`src/rtl/board_access_ctrl.sv`:
```
// Board memory arbiter and clear sequencer.
// Shares one port between writer, checker, display and wipe.
module board_access_ctrl #(
  parameter int ROW_BITS  = 3,
  parameter int COL_BITS  = 3,
  parameter int AGE_LIMIT = 7
) (
  input  logic                clk,
  input  logic                rst,
  input  logic                wr_req,
  input  logic [ROW_BITS-1:0] wr_row,
  input  logic [COL_BITS-1:0] wr_col,
  input  logic [1:0]          wr_data,
  output logic                wr_gnt,
  input  logic                chk_req,
  input  logic [ROW_BITS-1:0] chk_row,
  input  logic [COL_BITS-1:0] chk_col,
  output logic                chk_gnt,
  output logic                chk_rvalid,
  input  logic                disp_req,
  input  logic [ROW_BITS-1:0] disp_row,
  input  logic [COL_BITS-1:0] disp_col,
  output logic                disp_gnt,
  output logic                disp_rvalid,
  output logic [1:0]          rdata,
  input  logic                clr_start,
  output logic                clr_busy,
  output logic                clr_done,
  output logic [ROW_BITS-1:0] mem_row,
  output logic [COL_BITS-1:0] mem_col,
  output logic                mem_we,
  output logic [1:0]          mem_wdata,
  input  logic [1:0]          mem_rdata
);

  localparam int CW = ROW_BITS + COL_BITS;
  localparam logic [CW-1:0] LAST = '1;
  localparam logic [2:0] AGE_LIM3 = 3'(AGE_LIMIT);

  typedef enum logic {IDLE, CLEAR} state_e;

  state_e          state_q;
  logic [CW-1:0]   cnt_q;
  logic [2:0]      age_q;
  logic [1:0]      rdata_q;
  logic            chk_rvalid_q;
  logic            disp_rvalid_q;
  logic            clr_busy_q;
  logic            clr_done_q;

  logic            arb_ok;
  logic            clearing;
  logic            promo;

  assign arb_ok   = (state_q == IDLE) && !rst && !clr_start;
  assign clearing = (state_q == CLEAR) && !rst;
  assign promo    = disp_req && (age_q >= AGE_LIM3);

  // Fixed-priority grant with aged display promotion.
  always_comb begin
    wr_gnt   = arb_ok && wr_req;
    disp_gnt = arb_ok && !wr_req && disp_req
               && (promo || !chk_req);
    chk_gnt  = arb_ok && !wr_req && chk_req && !promo;
  end

  // Memory port mux: sweep address or granted requester.
  always_comb begin
    mem_row   = '0;
    mem_col   = '0;
    mem_we    = 1'b0;
    mem_wdata = wr_data;
    unique case (1'b1)
      clearing: begin
        mem_row   = cnt_q[CW-1:COL_BITS];
        mem_col   = cnt_q[COL_BITS-1:0];
        mem_we    = 1'b1;
        mem_wdata = 2'b00;
      end
      wr_gnt: begin
        mem_row = wr_row;
        mem_col = wr_col;
        mem_we  = 1'b1;
      end
      chk_gnt: begin
        mem_row = chk_row;
        mem_col = chk_col;
      end
      disp_gnt: begin
        mem_row = disp_row;
        mem_col = disp_col;
      end
      default: ;
    endcase
  end

  // Control FSM, sweep counter, aging and read return.
  always_ff @(posedge clk) begin
    if (rst) begin
      state_q       <= IDLE;
      cnt_q         <= '0;
      age_q         <= 3'd0;
      rdata_q       <= 2'b00;
      chk_rvalid_q  <= 1'b0;
      disp_rvalid_q <= 1'b0;
      clr_busy_q    <= 1'b0;
      clr_done_q    <= 1'b0;
    end else begin
      clr_done_q    <= 1'b0;
      chk_rvalid_q  <= chk_gnt;
      disp_rvalid_q <= disp_gnt;
      if (chk_gnt || disp_gnt)
        rdata_q <= mem_rdata;
      if (!disp_req || disp_gnt)
        age_q <= 3'd0;
      else if (age_q != 3'd7)
        age_q <= age_q + 3'd1;
      unique case (state_q)
        IDLE: begin
          if (clr_start) begin
            state_q    <= CLEAR;
            cnt_q      <= '0;
            clr_busy_q <= 1'b1;
          end
        end
        CLEAR: begin
          cnt_q <= cnt_q + 1'b1;
          if (cnt_q == LAST) begin
            state_q    <= IDLE;
            clr_busy_q <= 1'b0;
            clr_done_q <= 1'b1;
          end
        end
        default: state_q <= IDLE;
      endcase
    end
  end

  assign rdata       = rdata_q;
  assign chk_rvalid  = chk_rvalid_q;
  assign disp_rvalid = disp_rvalid_q;
  assign clr_busy    = clr_busy_q;
  assign clr_done    = clr_done_q;

endmodule

```
`config.mk`:
```
export PLATFORM = sky130hd
export DESIGN_NAME = board_access_ctrl
export DESIGN_NICKNAME = d
export VERILOG_FILES = /design/src/rtl/board_access_ctrl.sv
export SDC_FILE = /design/constraint.sdc
export NUM_CORES = 1
export LEC_CHECK = 0
export BUFFER_PORTS_ARGS = -buffer_cell sky130_fd_sc_hd__buf_2
export CORE_MARGIN = 2
export CORE_UTILIZATION = 46
export DETAILED_ROUTE_END_ITERATION = 10
export PLACE_DENSITY = 0.8
export SYNTH_ARGS = -nofsm -noshare
export SYNTH_HDL_FRONTEND = slang
export SYNTH_SLANG_ARGS = --single-unit
export TNS_END_PERCENT = 10
```
`constraint.sdc`:
```
create_clock -name clk -period 2.19 [get_ports clk]
set_clock_uncertainty 0.2 [all_clocks]
set_input_delay 0.3285 -clock clk [delete_from_list [all_inputs] [get_ports clk]]
set_output_delay 0.3285 -clock clk [all_outputs]
set_load 0.005 [all_outputs]
```
# After elaboration in Yosys (flattened, before gate mapping)
# Cells that the tools add are included.
[totals]
ff_bits = 16
input_bits = 28
[op_classes]
bitwise_logic = 1
mux = 13
n_reduce_logical = 23
magnitude_cmp = 1
n_addsub = 2
n_eq_ne = 4
[op_table]
columns = ["operator", "n"]
rows = [
  ["3-bit case mux with 4 select lines", 2],
  ["6-bit case mux with 2 select lines", 1],
  ["1-bit logical AND", 10],
  ["6-bit by 1-bit adder with 6-bit output, second input constant", 1],
  ["6-bit equality test, second input constant", 1],
  ["1-bit zero test", 6],
  ["1-bit 2-to-1 mux", 6],
  ["6-bit 2-to-1 mux", 1],
  ["2-bit OR reduction", 3],
  ["1-bit case mux with 2 select lines", 2],
  ["3-bit by 1-bit adder with 3-bit output, second input constant", 1],
  ["3-bit greater-or-equal comparator, second input constant", 1],
  ["1-bit logical OR", 3],
  ["3-bit != test, second input constant", 1],
  ["2-bit 2-to-1 mux", 1],
  ["2-bit by 1-bit != test with 1-bit output, second input constant", 1],
  ["2-bit != test, second input constant", 1],
  ["2-bit AND reduction", 1],
  ["1-bit NOT", 1],
]

# Depth between registers and ports, before layout
# Gate-level depths: netlist of the first run.
[depth]
word_depth = 8
depth_mapped = 6
depth_no_buf = 5

# Worst setup path before layout of the first run
# No wires, ideal clock.
[synth_path]
path_type = "flip-flop to output port"
startpoint = "register age_q[0]"
endpoint = "output port mem_col[1]"
arrival_ns = 1.372
required_time_ns = 1.661
slack_ns = 0.290
stages_incl_launch_ff = 7
path_cell_list = "dfxtp_1 -> ha_1 -> ha_1 -> nand2_1 -> and3_1 -> clkbuf_1 -> o221ai_1"
[synth_between]
elab_chain_cells = 5
[synth_rtl]
columns = ["item", "line", "source"]
rows = [
  ["start, declared", "44", "logic [2:0] age_q;"],
  ["start signal, assigned", "117", "age_q <= age_q + 3'd1;"],
  ["3-bit greater-or-equal comparator (*)", "57", "assign promo = disp_req && (age_q >= AGE_LIM3);"],
  ["1-bit logical AND (*)", "57", ""],
  ["1-bit logical OR or 1-bit zero test (tied branches)", "63, 64", ""],
  ["1-bit logical AND (on tied branches)", "63, 64", ""],
  ["3-bit case mux with 4 select lines (*)", "73", "unique case (1'b1)"],
  ["end, declared", "30", "output logic [COL_BITS-1:0] mem_col,"],
]
# Every way passes the cells marked *; elsewhere a longest branch is shown, timed or not.

# Final worst setup path of the first run
[layout_path]
startpoint = "register age_q[1]"
endpoint = "output port mem_row[2]"
[layout_between]
elab_chain_cells = 5
[layout_rtl]
columns = ["item", "line", "source"]
rows = [
  ["3-bit greater-or-equal comparator (*)", "57", ""],
  ["1-bit logical AND (*)", "57", ""],
  ["1-bit logical OR or 1-bit zero test (tied branches)", "63, 64", ""],
  ["1-bit logical AND (on tied branches)", "63, 64", ""],
  ["3-bit case mux with 4 select lines (*)", "73", ""],
  ["end, declared", "29", "output logic [ROW_BITS-1:0] mem_row,"],
]
# Marked as above.

==> metrics.md, run 1 <==
| Metric | Value |
|---|---|
| Avg WL per Cell | between 10 and 15 um |
| Main combinational cell family by area after synthesis | simple AND/OR/NAND/NOR gates |
| Post-synthesis net count | between 150 and 200 |
| Max Cap Viol | 0 |
| Slowest cell on the critical path | dfxtp_2 |
| Ys flop type | dfxtp_1 |
| Synth top area share | between 30% and 40% |
| H-tree depth reported by CTS | 1 |
| Worst Tran Pin Value | about 0.33 ns |
| Largest net degree at the start of global routing | 23 |
| Run status | completed |
| Sequential fraction of the synthesis area | approximately 30% |
| Clock Tree Root | clkbuf_4 |
| Commonest cells after routing, fill and taps aside | buf_2 (45), nand2_1 (20), dfxtp_1 (13) |
| First-pass GRT wire length | between 4000 and 5000 um |
| CTS tree | done |
| Bufs on Longest Clock Path | 2 |
| Number of synthesis warnings | 0 |
| P_leak | approximately 0.6 nW |
| CP max stage delay | ~0.36 ns |
| CP top delay family | flip-flops |
| Total track usage | a little under a quarter |
| Peak VDD IR | slightly above 0.4 mV |
| GP Congestion | between 0.7 and 0.8 |
| Worst path buffer plus inverter count | 1 |
| Total number of vias | 1,163 |
| Simple logic cell fraction of the synthesized area | 35.2% |
| Met1 usage | about a quarter |
| Cell Chain, Critical Path | ha_2 > ha_4 > nand2_4 > and3_4 > o221ai_2 > buf_2 |
| Hold_sp | mem_rdata[0] |
| Met3 Use GR | under 10% |
| Placed Instances | slightly below 200 |
| DRT Pass-1 Iters | 6 |
| Crit end category | primary output |
| Area contributors post-synth | dfxtp_1 (31%), nand2_1 (7.5%), a21o_1 (4.3%) |
| Synthesis-to-layout area growth | 36.6% |
| DRC | 0 |
| Mean post-synth cell area | 8.26 sq um |
| Antenna violations before repair | 0 |
| CTS clk-pin slew, worst paths | 0.10 ns |
| Synth area leader | dfxtp_1 |
| Placed inst area | 1290 sq um |
| Vias per cell | approximately 5.7 |
| Port Buffer Count | 45 |
| Die area | between 2000 and 3000 sq um |
| Worst setup path class | register to primary output |
| Worst-path maximum fanout | 6 |
| Die span in x | around 52 um |
| Worst reg2reg startpoint | state_q |
| Critical Path RT | around 1.7 ns |
| HPWL Detailed | 2090 um |
| Min-Delay Path Class | primary input to register |
| Critical Path AT | about 1.6 ns |
| First DRT Iteration DRCs | 32 |
| Vias in the first global route | slightly above 1,000 |
| Final Non-Filler Cells | around 210 |
| Post-Synth XOR/XNOR Area | 0.835% |
| Commonest non-fill, non-tap cell in the layout | buf_2 |
| Grt ovf | 0 |
| GRT busiest layer | met2 |
| Final wirelength | between 2000 and 3000 um |
| Share of cells above drive strength 1 | between 40 and 50% |
| Ant diodes | 0 |
| Synth Area in Adders | around 3.6% |
| # nets final | ~210 |
| Mux contribution to synthesized area | 2.86% |
| Post-synth EDFFs | 0 |
| Final-layout fill cell count | a little under 200 |
| Clk sink count | 16 |
| Starting density of the core | a little under half |
| CP Launch Type | register |
| IO Pins | 46 |
| Die H | between 50 and 60 um |
| Final Hold Fails | 0 |
| Post-route cell area | 1430 sq um |
| Async set-reset flop share out of synthesis | 0% |
| Final setup viols | 0 |
| Maximum clock rate | around 470 MHz |
| Rel. slew slack | around 78% |
| Launch point of the worst path | age_q[1] |
| Skew-Pair Late Insertion Delay | between 0.2 and 0.3 ns |
| Mapped Area | 1050 sq um |
| Post-Synthesis Cells | between 100 and 150 |
| Row count | 17 |
| Yosys reg bits | 16 |
| Post-synthesis cell type count | 33 |
| Pwr dens | 444 nW/um^2 |
| Post-DRT Antenna Nets | 0 |
| Core area | between 2000 and 2500 sq um |
| Compound-gate portion of the synthesized area | 22.1% |
| Tmin final | roughly 2.1 ns |
| Met2 global-route usage | between 40% and 50% |
| Final slew viol count | 0 |
| Period utilisation layout | between 90% and 100% |
| CTS Buf Count | 3 |
## flip-flops by register name, summed over array words and instances (netlist names)
name and cells:
age_q 3, chk_rvalid 1, clr_busy 1, clr_done 1, cnt_q 6, disp_rvalid 1
rdata 2, state_q 1
## per-layer routing
metal / part of all wire (%) / routed length [um]
met3: 4.9 / 143
met2: 54 / 1590
met5: 0 / 0
met1: 39 / 1140
met4: 1.7 / 51
## worst paths after layout
kind | depth (start not counted) | to | slack (ns)
min | 3 | rdata[0] | 0.09
min reg2reg | 2 | rdata[0] | 0.28
max | 6 | mem_row[2] | 0.06
max reg2reg | 4 | cnt_q[5] | 0.56
## repair_timing
action                                  CTS  global route
hold buffers                              0             0
endpoints found under the setup margin    8             9
setup buffers                             0             5
gates resized for setup                  11             6
pin swaps                                 0             2
## stage by stage
step	power [mW]	util (%)	setup WS [ns]	hold slack, ns	setup TNS (ns)
4_1_cts	0.636	62.6	0.0208	0.0863	0
2_1_floorplan	0.379	-	0.290	0.268	0
3_3_place_gp	0.427	59.1	0.221	0.261	0
5_1_grt	0.668	65.4	-0.000707	0.0992	-0.000707
3_5_place_dp	0.433	59.1	0.143	0.268	0
6_report	0.637	65.4	0.0602	0.0882	0
## logic make-up after synthesis
logic type / Yosys count
compound gates: 32
xor+xnor: 1
fa+ha+maj: 3
buf+inv: 9
flops: 16
mux: 3
simple gates: 63
## Yosys cell counts, types with 4 or more instances
cell,count
nand2b_1,6
nor3_1,4
a21o_1,6
dfxtp_1,16
a21oi_1,8
o21ai_0,7
nand2_1,21
nor2_1,7
## where the power goes
group          leakage (nW)  total, mW  internal, mW  switching [mW]
Sequential            0.131      0.308         0.299         0.00923
Combinational         0.453      0.129        0.0643          0.0652
Clock                0.0210      0.199         0.101          0.0974
Total                 0.605      0.637         0.465           0.172
## worst min-delay path: cells and delay by family
kind	cells	cell delay, ns
buf+inv	1	0.09
simple gates	1	0.07
compound gates	1	0.05
## final cells by class
| cell class | count | area [sq um] | area share [%] |
|---|---|---|---|
| multi-input cells | 102 | 723 | 50.5 |
| clock buffers | 4 | 36.3 | 2.53 |
| flip-flops and latches | 16 | 327 | 22.8 |
| repair buffers | 55 | 312 | 21.7 |
| well taps | 28 | 35.0 | 2.45 |
(Power assumes the default switching activity.)
==> run 2: changes to the inputs <==
--- a/config.mk
+++ b/config.mk
@@ -10,6 +10,7 @@
 export CORE_UTILIZATION = 46
 export DETAILED_ROUTE_END_ITERATION = 10
 export PLACE_DENSITY = 0.8
+export SETUP_SLACK_MARGIN = 0.4
 export SYNTH_ARGS = -nofsm -noshare
 export SYNTH_HDL_FRONTEND = slang
 export SYNTH_SLANG_ARGS = --single-unit
==> metrics.md, run 2 (same netlist as run 1, synthesis figures left out) <==
| Metric | Value |
|---|---|
| P_leak | approximately 0.62 nW |
| Top Layer Used | met4 |
| Tmin final | between 2 and 2.5 ns |
| Slowest cell on the critical path | dfxtp_2 |
| Clock power frac | 30.5% |
| Commonest cells after routing, fill and taps aside | buf_2 (46), nand2_1 (20), dfxtp_1 (13) |
| Biggest register | cnt_q |
| CP max stage delay | approximately 0.35 ns |
| CP top delay family | flip-flops |
| Run status | completed |
| Pwr Total | approximately 0.65 mW |
| HPWL Detailed | 2070 um |
| DR WL met3 | 125 um |
| DRT Pass-1 Iters | 4 |
| CTS tree | done |
| Hold_ws | slightly below 0.1 ns |
| Sw Pwr | between 0.15 and 0.2 mW |
| First-pass GRT wire length | roughly 4600 um |
| Crit end category | primary output |
| Setup TNS | 0 ns |
| Routed wl met2 | approximately 1600 um |
| Bufs on Longest Clock Path | 2 |
| CTS clk-pin slew, worst paths | ~0.090 ns |
| Antenna violations before repair | 0 |
| Largest net degree at the start of global routing | 20 |
| Worst-path maximum fanout | 6 |
| Avg WL per Cell | 14.7 um |
| Logic gate share of total power | between 20% and 30% |
| Share of cells above drive strength 1 | roughly 43% |
| Vias per cell | approximately 5.6 |
| # nets final | roughly 210 |
| Period utilisation layout | approximately 95% |
| Critical Path RT | 1.66 ns |
| Clk sink count | 16 |
| CTS Buf Count | 3 |
| Worst setup path class | register to primary output |
| RSZ-0062 raised after global routing | true |
| Sequential Power Share | a little under half |
| Final Hold Fails | 0 |
| Final setup viols | 0 |
| Commonest non-fill, non-tap cell in the layout | buf_2 |
| Pwr dens | 436 nW/um^2 |
| Wl on met1 | approximately 1300 um |
| GP Congestion | approximately 0.82 |
| Total number of vias | around 1,200 |
| H-tree depth reported by CTS | 1 |
| Min-Delay Path Class | primary input to register |
| DRC | 0 |
| Post-DRT Antenna Nets | 0 |
| Final wirelength | around 3100 um |
| Maximum clock rate | 482 MHz |
| CP Launch Type | register |
| Skew-Pair Late Insertion Delay | 0.29 ns |
| Worst Tran Pin Value | between 0.2 and 0.3 ns |
| Final slew viol count | 0 |
| Core area | 2190 sq um |
| Port Buffer Count | 45 |
| P_int | 0.472 mW |
| First DRT Iteration DRCs | 30 |
| Die area | 2680 sq um |
| Peak VDD IR | between 0.4 and 0.5 mV |
| IO Pins | 46 |
| Max FFs per register | 6 |
| Grt ovf | 0 |
| Ant diodes | 0 |
| Row count | 17 |
| Total track usage | a little under a quarter |
| Vias in the first global route | around 1,100 |
| Switching Share | between 20% and 30% |
| Cell Chain, Critical Path | ha_4 > ha_4 > nand2_4 > and3_4 > o221ai_2 > buf_2 |
| # hold bufs at CTS | 0 |
| Placed inst area | between 1000 and 1500 sq um |
| Die span in x | ~52 um |
| Starting density of the core | around 48% |
| CP dominant cell by count | ha_4 |
| Worst path buffer plus inverter count | 1 |
| Max Cap Viol | 0 |
| Die H | between 50 and 60 um |
| Clock Tree Root | clkbuf_4 |
| Critical Path AT | around 1.6 ns |
| Rel. slew slack | roughly 81% |
| Synthesis-to-layout area growth | 41.8% |
| Post-route cell area | approximately 1500 sq um |
[run 2: worst paths after layout]
check | start | to | slack [ns] | depth (start not counted)
max reg2reg | state_q | cnt_q[5] | 0.39 | 5
min reg2reg | rdata[0] | rdata[0] | 0.29 | 2
min | mem_rdata[0] | rdata[0] | 0.1 | 3
max | age_q[0] | mem_row[2] | 0.12 | 6
[run 2: layout make-up]
type | instances | area (sq um)
clock buffers | 4 | 36.3
fillers | 181 | 704
multi-input cells | 102 | 761
flip-flops and latches | 16 | 327
well taps | 28 | 35.0
repair buffers | 57 | 328
[run 2: worst min-delay path, stage by stage]
cell,delay [ns]
buf_2,0.09
nand3b_1,0.07
a21oi_1,0.06
[run 2: per-stage QoR]
stage	instances	util (%)	worst slack [ns]
4_1_cts	206	66.4	0.121
6_report	207	67.8	0.116
5_1_grt	207	67.8	0.0671
2_1_floorplan	127	-	0.413
3_5_place_dp	196	60.5	0.178
3_3_place_gp	196	60.5	0.244
[run 2: what timing repair did]
action | in CTS | in global routing
pin swaps | 6 | 6
setup buffers | 6 | 1
setup endpoints to repair | 13 | 13
gates resized for setup | 15 | 4
[run 2: metal layers]
metal / vias up / track usage [%]
li1: 576 / -
met1: 543 / 22.2
met2: 33 / 45.5
met3: 8 / 6.03
met4: 0 / 7.46
met5: - / 0
[run 2: power groups by stage]
stage / Combinational [mW] / Clock, mW / Sequential [mW]
global placement: 0.113 / 0 / 0.317
finish: 0.142 / 0.198 / 0.309
floorplan: 0.0705 / 0 / 0.312
CTS: 0.135 / 0.200 / 0.308
global route: 0.156 / 0.212 / 0.309
detailed placement: 0.118 / 0 / 0.318
